==> src/rtl/stage_write_arb.sv <==
// Writeback arbiter: the MW pipeline slot owns the regfile write port; multi-cycle results
// queue in a small FIFO and drain on idle cycles. Optional macro WB_MD_BYPASS_EN.
module stage_write_arb #(
  parameter int unsigned DATA_W     = 32,
  parameter int unsigned REG_AW     = 5,
  parameter int unsigned DEPTH      = 4,
  parameter int unsigned STATUS_REG = 30,
  parameter int unsigned LINK_REG   = 31
) (
  input  logic                        clock,
  input  logic                        reset,
  input  logic [31:0]                 insn_in,
  input  logic [DATA_W-1:0]           o_in,
  input  logic [DATA_W-1:0]           d_in,
  input  logic                        write_exception,
  input  logic                        md_valid,
  output logic                        md_ready,
  input  logic [DATA_W-1:0]           md_data,
  input  logic [REG_AW-1:0]           md_dest,
  input  logic                        md_exception,
  output logic [DATA_W-1:0]           data_writeReg,
  output logic [REG_AW-1:0]           ctrl_writeReg,
  output logic                        ctrl_writeEnable,
  output logic [$clog2(DEPTH):0]      fifo_count,
  output logic [(2**REG_AW)-1:0]      pending_mask
);

  localparam int unsigned PTR_W = $clog2(DEPTH);
  localparam int unsigned CNT_W = PTR_W + 1;
  localparam int unsigned NREG  = 2**REG_AW;

  localparam logic [4:0] OP_R    = 5'b00000;
  localparam logic [4:0] OP_ALT  = 5'b01100;
  localparam logic [4:0] OP_ADDI = 5'b00101;
  localparam logic [4:0] OP_LW   = 5'b01000;
  localparam logic [4:0] OP_JAL  = 5'b00011;
  localparam logic [4:0] OP_SETX = 5'b10101;

  typedef struct packed {
    logic [REG_AW-1:0] dest;
    logic [DATA_W-1:0] data;
  } md_entry_t;

  logic [4:0]        opcode;
  logic              pipe_writes;
  logic              pipe_we;
  logic [REG_AW-1:0] pipe_dest;
  logic [DATA_W-1:0] pipe_data;
  logic [REG_AW-1:0] md_dest_f;
  logic              full;
  logic              empty;
  logic              md_accept;
  logic              bypass;
  logic              push;
  logic              pop;
  logic              write_en;

  logic [PTR_W-1:0]  wr_ptr_q, wr_ptr_d;
  logic [PTR_W-1:0]  rd_ptr_q, rd_ptr_d;
  logic [CNT_W-1:0]  count_q, count_d;
  logic [DEPTH-1:0]  valid_q, valid_d;
  md_entry_t         mem_q [DEPTH];

  logic              unused_insn;
  assign unused_insn = ^insn_in[21:0];

  // Pipeline decode
  assign opcode = insn_in[31:27];

  always_comb begin
    pipe_writes = 1'b0;
    case (opcode)
      OP_R, OP_ALT, OP_ADDI, OP_LW, OP_JAL, OP_SETX: pipe_writes = 1'b1;
      default: pipe_writes = 1'b0;
    endcase
  end

  always_comb begin
    pipe_dest = insn_in[26:22];
    if (opcode == OP_JAL) begin
      pipe_dest = REG_AW'(LINK_REG);
    end else if (write_exception || (opcode == OP_SETX)) begin
      pipe_dest = REG_AW'(STATUS_REG);
    end
  end

  assign pipe_data = (opcode == OP_LW) ? d_in : o_in;
  assign pipe_we   = pipe_writes & (pipe_dest != '0);

  // md channel handshake; r0 destinations are accepted but dropped
  assign md_dest_f = md_exception ? REG_AW'(STATUS_REG) : md_dest;
  assign full      = (count_q == CNT_W'(DEPTH));
  assign empty     = (count_q == '0);
  assign md_ready  = ~full;
  assign md_accept = md_valid & ~full & (md_dest_f != '0);

`ifdef WB_MD_BYPASS_EN
  assign bypass = empty & ~pipe_we & md_accept;
`else
  assign bypass = 1'b0;
`endif

  assign push = md_accept & ~bypass;
  assign pop  = ~pipe_we & ~empty;

  // Write-port mux: pipeline, then FIFO head, then bypassed md result
  always_comb begin
    data_writeReg = o_in;
    ctrl_writeReg = pipe_dest;
    write_en      = 1'b0;
    if (pipe_we) begin
      data_writeReg = pipe_data;
      ctrl_writeReg = pipe_dest;
      write_en      = 1'b1;
    end else if (!empty) begin
      data_writeReg = mem_q[rd_ptr_q].data;
      ctrl_writeReg = mem_q[rd_ptr_q].dest;
      write_en      = 1'b1;
    end else if (bypass) begin
      data_writeReg = md_data;
      ctrl_writeReg = md_dest_f;
      write_en      = 1'b1;
    end
  end

  assign ctrl_writeEnable = write_en & ~reset;

  // FIFO bookkeeping next-state
  always_comb begin
    wr_ptr_d = wr_ptr_q;
    rd_ptr_d = rd_ptr_q;
    valid_d  = valid_q;
    count_d  = count_q + CNT_W'(push) - CNT_W'(pop);
    if (pop) begin
      valid_d[rd_ptr_q] = 1'b0;
      rd_ptr_d          = rd_ptr_q + PTR_W'(1);
    end
    if (push) begin
      valid_d[wr_ptr_q] = 1'b1;
      wr_ptr_d          = wr_ptr_q + PTR_W'(1);
    end
  end

  always_ff @(posedge clock or posedge reset) begin
    if (reset) begin
      wr_ptr_q <= '0;
      rd_ptr_q <= '0;
      count_q  <= '0;
      valid_q  <= '0;
    end else begin
      wr_ptr_q <= wr_ptr_d;
      rd_ptr_q <= rd_ptr_d;
      count_q  <= count_d;
      valid_q  <= valid_d;
    end
  end

  // Payload storage needs no reset; the valid bits gate everything that reads it
  always_ff @(posedge clock) begin
    if (push) begin
      mem_q[wr_ptr_q] <= '{dest: md_dest_f, data: md_data};
    end
  end

  always_comb begin
    pending_mask = '0;
    for (int i = 0; i < int'(DEPTH); i++) begin
      if (valid_q[i]) begin
        pending_mask[mem_q[i].dest] = 1'b1;
      end
    end
  end

  assign fifo_count = count_q;

  logic unused_nreg;
  assign unused_nreg = (NREG == 0);

endmodule

==> config.mk <==
export PLATFORM = sky130hd
export DESIGN_NAME = stage_write_arb
export DESIGN_NICKNAME = d
export VERILOG_FILES = /design/src/rtl/stage_write_arb.sv
export SDC_FILE = /design/constraint.sdc
export NUM_CORES = 1
export LEC_CHECK = 0
export CELL_PAD_IN_SITES_DETAIL_PLACEMENT = 1
export CELL_PAD_IN_SITES_GLOBAL_PLACEMENT = 2
export CORE_ASPECT_RATIO = 1.2
export CORE_UTILIZATION = 33
export CTS_CLUSTER_DIAMETER = 30
export DETAILED_ROUTE_END_ITERATION = 8
export GPL_ROUTABILITY_DRIVEN = 0
export GPL_TIMING_DRIVEN = 0
export PLACE_DENSITY_LB_ADDON = 0.1
export SYNTH_ARGS = -nofsm -noshare
export SYNTH_HDL_FRONTEND = slang
export SYNTH_SLANG_ARGS = --single-unit
export TNS_END_PERCENT = 1
==> constraint.sdc <==
create_clock -name clock -period 4.1 [get_ports clock]
set_input_delay 1.23 -clock clock [delete_from_list [all_inputs] [get_ports clock]]
set_output_delay 1.23 -clock clock [all_outputs]
set_load 0.005 [all_outputs]
==> results.yml <==
grt:
  antenna_found_initial: 0
  overflow: 0
  first_global_vias: 6458
  grt_max_degree: 27
  gr-usage-all-layers: 0.204
  grt_pass1_wl_um: 36500
routing:
  routed-via-count: 5788
  drtIter0Drc: 302
  drt.antenna.violating_nets: 0
  drc: 0
  wire_per_inst_um: 21.7
  routed_via_density: 5.27
  finalWirelength_um: 23800
  first_pass_iters: 4
timing:
  fin_crit_sh: 1.01
  setup_viol: 12
  tightest_slew_ps: 993
  hold_viol_final: 0
  fmax_mhz: 240
  fin_skew_ps: 15.3
  fin_ws_ps: -59.5
  slew_headroom: 0.337
  slew_viol_final: 0
  period_minus_slack_ps: 4160
  rsz0062_at_grt: "true"
synthesis:
  synth_seq_cells: 159
  synth_edf_count: 148
  synth_compound_area_frac: 0.123
  syn-cell-area_sq_um: 7810
  synthFlopType: "edfxtp_1"
  synth_cell_types: 43
  synth.yosys.seq_area_share: 0.604
  netlist_instances: 541
  muxShareOfSynthArea: 0.108
  synth_xor_xnor_area_share: 0.00449
  synthArstFlopShare: 0.0692
  synth_fp_nets: 690
  avgSynthCellArea_sq_um: 14.4
  synthAdderAreaFrac: 0.0186
  synth_top_cell_by_area: "edfxtp_1"
  netlist.area_leader.share: 0.569
  synth_simple_gate_area_frac: 0.109
  synth.area.top_cells: "edfxtp_1, mux4_2, a221o_1"
  synth_top_family_by_area: "compound AO/OA/AOI/OAI gates"
  yosys_warnings: 0
pwr:
  power_leakage_uw: 0.00386
  p_total_uw: 6830
  p_per_area_nw_per_um2: 618
  ir_drop_uv: 317
setup_path:
  required_ps: 2870
  r2r.worst_path.cells: 13
  critPathArrivalTime_ps: 2930
  critPathMaxFanout: 5
  end_kind: "output port"
  crit_path_start_kind: "input port"
  crit_type: "in -> out"
placed_design:
  portBuffers: 189
  hpwl_um: 16900
  post-place-cells: 1049
die:
  design.core.area_sq_um: 23200
  rows: 61
  dieArea_sq_um: 24300
  pin_count: 212
  initial_utilization: 0.337
  die_h_um: 171
  die_w_um: 142
cts:
  cts-buffers-inserted: 17
  root_buffer: "clkbuf_16"
  cts_max_level: 4
  postCtsHoldBufs: 0
  cts_tree: "done"
  clkSinkCount: 159
  clk_latency_ps: 420
  clkTransAtPathRegs_ps: 60
  clk_path_buf_depth: 2
final_layout:
  drive_gt1_frac: 0.240
  nFillCells: 2394
  insertedDiodeCount: 0
  instances_no_fill: 1098
  final_common_cell: "edfxtp_1"
  layout_common_cells: "edfxtp_1, clkdlybuf4s50_1, mux4_2"
  syn_to_final_growth_pct: 41.5
  nets: 919
outcome:
  status: "finished, violations left"
  violations: "negative setup slack"
min_path:
  min_delay_path_depth: 1
  hold_class: "reg -> reg"
job:
  drv_cap: 0
-- area by class of cell --
type,instances,area (sq um),area share
flip-flops and latches,159,4720,0.427
multi-input cells,323,2940,0.266
repair buffers,211,2020,0.183
clock buffers,18,429,0.0388
well taps,315,394,0.0357
plain buffers,31,256,0.0232
clock inverters,14,193,0.0174
inverters,27,101,0.00917
-- power breakdown --
group	internal [uW]	switching, uW	total, uW	leakage (uW)
clock network	982	664	1650	0.000302
logic	1490	1380	2860	0.00208
registers	2150	170	2320	0.00148
-- per-stage QoR --
step	hold slack, ps	setup TNS, ps	cell area, sq um	worst slack (ps)	util
floorplan	524	0	7810	324	-
detailed placement	610	-40110	10200	-1330	0.439
CTS	624	-1080	11100	-88.0	0.478
global route	651	-1060	11000	-115	0.476
global placement	595	-103820	10100	-1290	0.435
finish	621	-428	11000	-59.5	0.476
-- metal layers --
metal / track usage / up-vias / part of all wire
li1: - / 2650 / -
met1: 0.223 / 2905 / 0.37
met2: 0.395 / 194 / 0.56
met3: 0.0308 / 39 / 0.046
met4: 0.0706 / 0 / 0.021
met5: 0 / - / 0
-- synthesized netlist by cell type (10+ instances only) --
master / number
nor2_1: 30
nor2b_1: 17
a22oi_1: 12
mux4_2: 37
edfxtp_1: 148
nand3b_1: 11
o22ai_1: 27
o221ai_1: 11
clkbuf_1: 20
dfrtp_1: 11
a221o_1: 35
nor3b_1: 11
a21oi_1: 24
inv_1: 27
ha_1: 10
nand2_1: 17
-- worst max-delay path: stages --
cell and delay, ps:
buf_8 100, and3b_1 180, o21ai_2 190, o311ai_4 140
buf_12 160, and2_4 210, buf_12 140, buf_12 120
a221o_1 300, buf_2 130
-- path summary, 6_finish.rpt --
path	startpoint	to	slack, ps
max	insn_in[29]	data_writeReg[9]	-60
max reg2reg	fifo_count[1]	fifo_count[2]	1270
max in group asynchronous	reset	wr_ptr_q[0]	2610
min in group asynchronous	reset	valid_q[2]	1180
min reg2reg	fifo_count[0]	fifo_count[0]	620
min	fifo_count[0]	fifo_count[0]	620
-- what timing repair did --
action                                  CTS  global route
hold endpoints to repair                  0             0
pin swaps                                11             2
setup buffers                            15             0
endpoints found under the setup margin   41            35
gates resized for setup                 192            40
gates cloned                              3             0
-- state kept, by name, summed over array words and instances, names as in the netlist --
register and flops:
mem_q 148, valid_q 4, fifo_count 3, rd_ptr_q 2, wr_ptr_q 2
-- cell families after synthesis --
group	Yosys count
flip-flops	159
XOR/XNOR	4
AND/OR/NAND/NOR	144
multiplexers	38
buffers and inverters	59
adder cells (fa/ha/maj)	11
AO/OA/AOI/OAI	126
Note: power is estimated with default switching activity, not from simulation.
==> RTL change 1, RTL diff (config.mk and constraints unchanged) <==
Change the parameter `DATA_W` from 32 to 64.
--- a/src/rtl/stage_write_arb.sv
+++ b/src/rtl/stage_write_arb.sv
@@ -1,7 +1,7 @@
 // Writeback arbiter: the MW pipeline slot owns the regfile write port; multi-cycle results
 // queue in a small FIFO and drain on idle cycles. Optional macro WB_MD_BYPASS_EN.
 module stage_write_arb #(
-  parameter int unsigned DATA_W     = 32,
+  parameter int unsigned DATA_W     = 64,
   parameter int unsigned REG_AW     = 5,
   parameter int unsigned DEPTH      = 4,
   parameter int unsigned STATUS_REG = 30,
Ports: changed (resized d_in, data_writeReg, md_data and o_in); port bits go from 212 to 340. The function was not compared with the original's and may differ.
==> RTL change 1 against the unedited design <==
The flow still finishes with violations (negative setup slack); non-clock buffer count is 150 higher; largest cell class unchanged; sequential share of layout area grew 1.5 points; clock skew is 0.036 ns higher; first-iteration DRC count grew 43%; sequential cell count is 128 higher; critical path depth grew 2; utilization rose by 2.2 points; synthesized cell count rose by 48%; power increased by 97%; register-to-register slack worse by 0.02 ns; cell area rose by 75%; routed wire length rose by 65%; setup slack got worse by 0.27 ns; area after synthesis up 67%.
==> RTL change 1: results (changes against the unedited design) <==
.. list-table::
   :header-rows: 1

   * - Metric
     - Value
   * - Latest clock arrival within the worst-skew pair
     - 0.59 ns (was 0.42 ns)
   * - Share of post-route cells with drive strength above 1
     - 26.1% (was 24.0%)
   * - Standard cell area after detailed placement
     - 17,000 um^2 (was 10,200 um^2)
   * - Status
     - complete, but fails checks (unchanged)
   * - Number of inserted filler cells in the final layout
     - 3,818 (was 2,394)
   * - Clock buffers created by TritonCTS
     - 55 (was 17)
   * - Commonest cells post-synth
     - 276 x sky130_fd_sc_hd__edfxtp_1, 69 x sky130_fd_sc_hd__mux4_2, 51 x sky130_fd_sc_hd__a221o_1 (was 148 x sky130_fd_sc_hd__edfxtp_1, 37 x sky130_fd_sc_hd__mux4_2, 35 x sky130_fd_sc_hd__a221o_1)
   * - M1 GR Usage
     - 23.5% (was 22.3%)
   * - Async S/R FF share, synth
     - 3.83% (was 6.92%)
   * - Violated checks
     - negative setup slack (unchanged)
   * - Drt first-iter violations
     - 431 (was 302)
   * - Met3 Track Usage GR
     - 3.49% (was 3.08%)
   * - Number of antenna violations at the first check in global routing
     - 1 (was 0)
   * - DP Worst Slack
     - -1.53 ns (was -1.33 ns)
   * - Non-filler cells, final
     - 1,776 (was 1,098)
   * - Total vias in the final route
     - 9,064 (was 5,788)
   * - Net count reported at finish
     - 1,449 (was 919)
   * - Global router's overall resource usage
     - 19.7% (was 20.4%)
   * - Total length of routed met3 wires
     - 1990 um (was 1110 um)
   * - Worst setup slack for register-to-register paths
     - 1.25 ns (was 1.27 ns)
   * - Seq power
     - 0.00409 W (was 0.00232 W)
   * - Worst clock skew on the final layout
     - 0.0516 ns (was 0.0153 ns)
   * - Netlist cell types
     - 51 (was 43)
   * - Count of flip-flops with a built-in enable after synthesis
     - 276 (was 148)
   * - Internal power contribution
     - 0.00945 W (was 0.00462 W)
   * - Buffers on Ports
     - 317 (was 189)
   * - Total negative slack for setup checks
     - -14.16 ns (was -0.428 ns)
   * - Worst path setup slack after routing
     - -0.334 ns (was -0.0595 ns)
   * - Worst slack on hold paths
     - 0.600 ns (was 0.621 ns)
   * - Average instance area after synthesis
     - 16.3 um^2 (was 14.4 um^2)
   * - Finish-stage setup viols
     - 67 (was 12)
   * - Beginning of the worst hold path
     - valid_q[2] (was fifo_count[0])
   * - Maximum vdd drop
     - 0.000435 V (was 0.000317 V)
   * - First element of the critical path
     - insn_in[22] (was insn_in[29])
   * - Post-detail-place hpwl
     - 26,600 um (was 16,900 um)
   * - CTS max path bufs
     - 3 (was 2)
   * - Met2 wire len
     - 20,900 um (was 13,300 um)
   * - Crit path DAT
     - 3.20 ns (was 2.93 ns)
[RTL change 1: cell count changes after synthesis, moves of 6 or more]
cell                       change
sky130_fd_sc_hd__inv_1        +17
sky130_fd_sc_hd__buf_2         +6
sky130_fd_sc_hd__edfxtp_1    +128
sky130_fd_sc_hd__or3b_1        +6
sky130_fd_sc_hd__or3b_2        -6
sky130_fd_sc_hd__nand2_1       -6
sky130_fd_sc_hd__a21oi_1      +13
sky130_fd_sc_hd__mux4_2       +32
sky130_fd_sc_hd__o221ai_1      +7
sky130_fd_sc_hd__o22ai_1       +8
sky130_fd_sc_hd__a221o_1      +16
sky130_fd_sc_hd__and2b_1      +16
[RTL change 1: cells by family after synthesis]
family / synth area share, %
DFF: 65.6
adders and majority gates: 1.11
and+or+nand+nor: 7.91
buffers and inverters: 3.16
muxes: 12.0
AOI/OAI and AO/OA: 9.95
xor gates and xnor gates: 0.268
[RTL change 1: area by class of cell]
| class | instances | area, um^2 | area share (%) |
|---|---|---|---|
| buffer | 44 | 400 | 2.07 |
| clock buffer | 60 | 1400 | 7.21 |
| clock inverter | 43 | 556 | 2.87 |
| inverter | 47 | 176 | 0.911 |
| multi-input combinational | 421 | 4210 | 21.8 |
| sequential | 287 | 8560 | 44.2 |
| tap | 526 | 658 | 3.40 |
| timing repair buffer | 348 | 3390 | 17.5 |
[RTL change 1: worst max-delay path by stage]
stage | to | slack [ns]
final | data_writeReg[20] | -0.33
after global routing | data_writeReg[20] | -0.39
after CTS | data_writeReg[20] | -0.43
after detailed placement | data_writeReg[8] | -1.53
after global placement | mem_q[1][42] | -1.91
after floorplan | data_writeReg[10] | 0.25
[RTL change 1: repair_timing]
action	in CTS	in global routing
buffers inserted	23	4
pin swaps	29	3
resized for setup	335	21
endpoints found under the setup margin	79	69
gates cloned	1	0
==> RTL change 2, RTL diff (same flow settings) <==
Made on the original files. Register the output `fifo_count` once more, with the module's reset; this adds one clock of latency there. The other outputs are not delayed to match.
--- a/src/rtl/stage_write_arb.sv
+++ b/src/rtl/stage_write_arb.sv
@@ -171,7 +171,13 @@
     end
   end
 
-  assign fifo_count = count_q;
+  always_ff @(posedge clock or posedge reset) begin
+    if (reset) begin
+      fifo_count <= '0;
+    end else begin
+      fifo_count <= count_q;
+    end
+  end
 
   logic unused_nreg;
   assign unused_nreg = (NREG == 0);
Formal check against the unedited RTL: not equivalent (a bounded check fails within 4 cycles, from zero or initial values and one cycle with reset high).
==> RTL change 2 against the unedited design <==
Maximum frequency increased by 1.6%; register-to-register slack improved by 0.03 ns; setup slack improved by 0.064 ns; cell area increased by 0.41%; non-clock buffer count decreased by 4; combinational power decreased by 1%; first-iteration DRC count increased by 5.0%; power decreased by 1.7%; routed wire length increased by 3.0%; area after synthesis increased by 1.2%; count of clock-buffer cells in the layout decreased by 1; sequential cell count increased by 3; critical path type unchanged; largest cell class unchanged; highest routed layer is now met5.
==> RTL change 2: results (changes against the unedited design) <==
.. list-table::
   :header-rows: 1

   * - Metric
     - Value
   * - Status
     - complete, no violations (was complete, but fails checks)
   * - Total length of routed met3 wires
     - 1240 um (was 1110 um)
   * - Startpoint of the lowest-slack register-to-register path
     - count_q[0] (was fifo_count[1])
   * - Total leakage power
     - 4.01 nW (was 3.86 nW)
   * - Uppermost layer routed
     - met5 (was met4)
   * - Area contributors post-synth
     - sky130_fd_sc_hd__edfxtp_1 56%, sky130_fd_sc_hd__mux4_2 11%, sky130_fd_sc_hd__dfrtp_1 4.4%, sky130_fd_sc_hd__o22ai_1 2.5%, sky130_fd_sc_hd__a21oi_1 2.3% (was sky130_fd_sc_hd__edfxtp_1 57%, sky130_fd_sc_hd__mux4_2 11%, sky130_fd_sc_hd__a221o_1 4.5%, sky130_fd_sc_hd__dfrtp_1 3.5%, sky130_fd_sc_hd__o22ai_1 2.2%)
   * - Wire length of the first global-routing pass
     - 36,900 um (was 36,500 um)
   * - Drt first-iter violations
     - 317 (was 302)
   * - Slowest-stage cell, CP
     - sky130_fd_sc_hd__o311ai_4 (was sky130_fd_sc_hd__a221o_1)
   * - Maximum vdd drop
     - 0.000255 V (was 0.000317 V)
   * - Number of antenna violations at the first check in global routing
     - 2 (was 0)
   * - First element of the critical path
     - insn_in[22] (was insn_in[29])
   * - Total vias in the final route
     - 5,931 (was 5,788)
   * - Placed insts
     - 1,076 (was 1,049)
   * - Wirelength per Cell
     - 21.9 um (was 21.7 um)
   * - Post-detail-place hpwl
     - 17,900 um (was 16,900 um)
   * - Number of inserted filler cells in the final layout
     - 2,395 (was 2,394)
   * - Commonest cells post-synth
     - 148 x sky130_fd_sc_hd__edfxtp_1, 40 x sky130_fd_sc_hd__inv_1, 37 x sky130_fd_sc_hd__a21oi_1, 37 x sky130_fd_sc_hd__mux4_2 (was 148 x sky130_fd_sc_hd__edfxtp_1, 37 x sky130_fd_sc_hd__mux4_2, 35 x sky130_fd_sc_hd__a221o_1)
   * - Fraction of power spent switching nets
     - 33.7% (was 32.4%)
   * - Worst clock skew on the final layout
     - 0.0111 ns (was 0.0153 ns)
   * - Global router's overall resource usage
     - 20.5% (was 20.4%)
   * - Sequential fraction of the synthesis area
     - 60.7% (was 60.4%)
   * - Met2 wire len
     - 13,300 um (about the same)
   * - Share of post-route cells with drive strength above 1
     - 21.2% (was 24.0%)
   * - Net count reported at finish
     - 938 (was 919)
   * - Total wire length after detailed routing
     - 24,500 um (was 23,800 um)
   * - Synth Instances
     - 568 (was 541)
   * - Standard cell area after detailed placement
     - 10,300 um^2 (was 10,200 um^2)
   * - Maximum number of pins on one net before global-route repair
     - 28 (was 27)
   * - Largest incremental delay on the critical path
     - 0.44 ns (was 0.30 ns)
   * - Endpoint of the worst register-to-register path
     - count_q[2] (was fifo_count[2])
   * - Max_slew headroom
     - 44.3% (was 33.7%)
## RTL change 2: cell types whose count changed in the layout (fill, tap and decap cells not counted), sizes merged, moves of 6 or more
| cell | before | now |
|---|---|---|
| buf | 62 | 37 |
| dlymetal6s2s | 0 | 22 |
| a221o | 35 | 18 |
| inv | 35 | 52 |
| a21oi | 24 | 37 |
| nor2b | 18 | 11 |
| o221ai | 11 | 17 |
## RTL change 2: power by group through the flow
stage | clock network, W | registers (W) | logic [W]
finish | 0.00152 | 0.00237 | 0.00282
global route | 0.00161 | 0.00241 | 0.00306
detailed placement | 0 | 0.00240 | 0.00283
floorplan | 0 | 0.00235 | 0.00151
CTS | 0.00156 | 0.00237 | 0.00284
global placement | 0 | 0.00240 | 0.00275
## RTL change 2: routing by layer
metal,vias to the layer above,track usage [%]
li1,2710,-
met1,2958,22.5
met2,213,38.2
met3,48,3.98
met4,2,8.51
met5,-,0
## RTL change 2: area by class of cell
type / count / area share (%)
tap: 315 / 3.55
inverter: 40 / 1.35
clock buffer: 17 / 3.83
timing repair buffer: 203 / 18.0
clock inverter: 15 / 1.26
buffer: 35 / 2.19
multi-input combinational: 330 / 26.5
antenna: 1 / 0.0226
sequential: 162 / 43.2
## RTL change 2: repair_timing
action,in CTS,in global routing
buffers inserted,7,6
pin swaps,4,9
endpoints found under the setup margin,44,37
resized for setup,56,113
gates cloned,0,1
## RTL change 2: worst min path at each step
stage | startpoint | slack (ns) | end | cells after the start
2_1_floorplan | count_q[0] | 0.39 | fifo_count[0] | 0
3_3_place_gp | count_q[0] | 0.42 | fifo_count[0] | 0
3_5_place_dp | count_q[1] | 0.42 | fifo_count[1] | 0
4_1_cts | count_q[1] | 0.44 | fifo_count[1] | 0
5_1_grt | count_q[1] | 0.46 | fifo_count[1] | 0
6_report | count_q[1] | 0.43 | fifo_count[1] | 0
## RTL change 2: logic make-up (layout without fill, tap and decap cells)
kind of cell	count (synthesis)	after routing	share of synthesized area [%]
other	0	1	0
adder cells (fa/ha/maj)	11	11	1.84
AND/OR/NAND/NOR	140	140	10.2
XOR/XNOR	4	4	0.443
buffers and inverters	76	310	4.01
AO/OA/AOI/OAI	137	137	12.1
flip-flops	162	162	60.7
multiplexers	38	38	10.7
## RTL change 2: metrics by stage
stage	util [%]	worst slack (ns)
floorplan	-	0.346
global placement	43.6	-1.17
detailed placement	44.0	-1.19
CTS	46.9	-0.538
global route	47.5	-0.0860
finish	47.5	0.00414
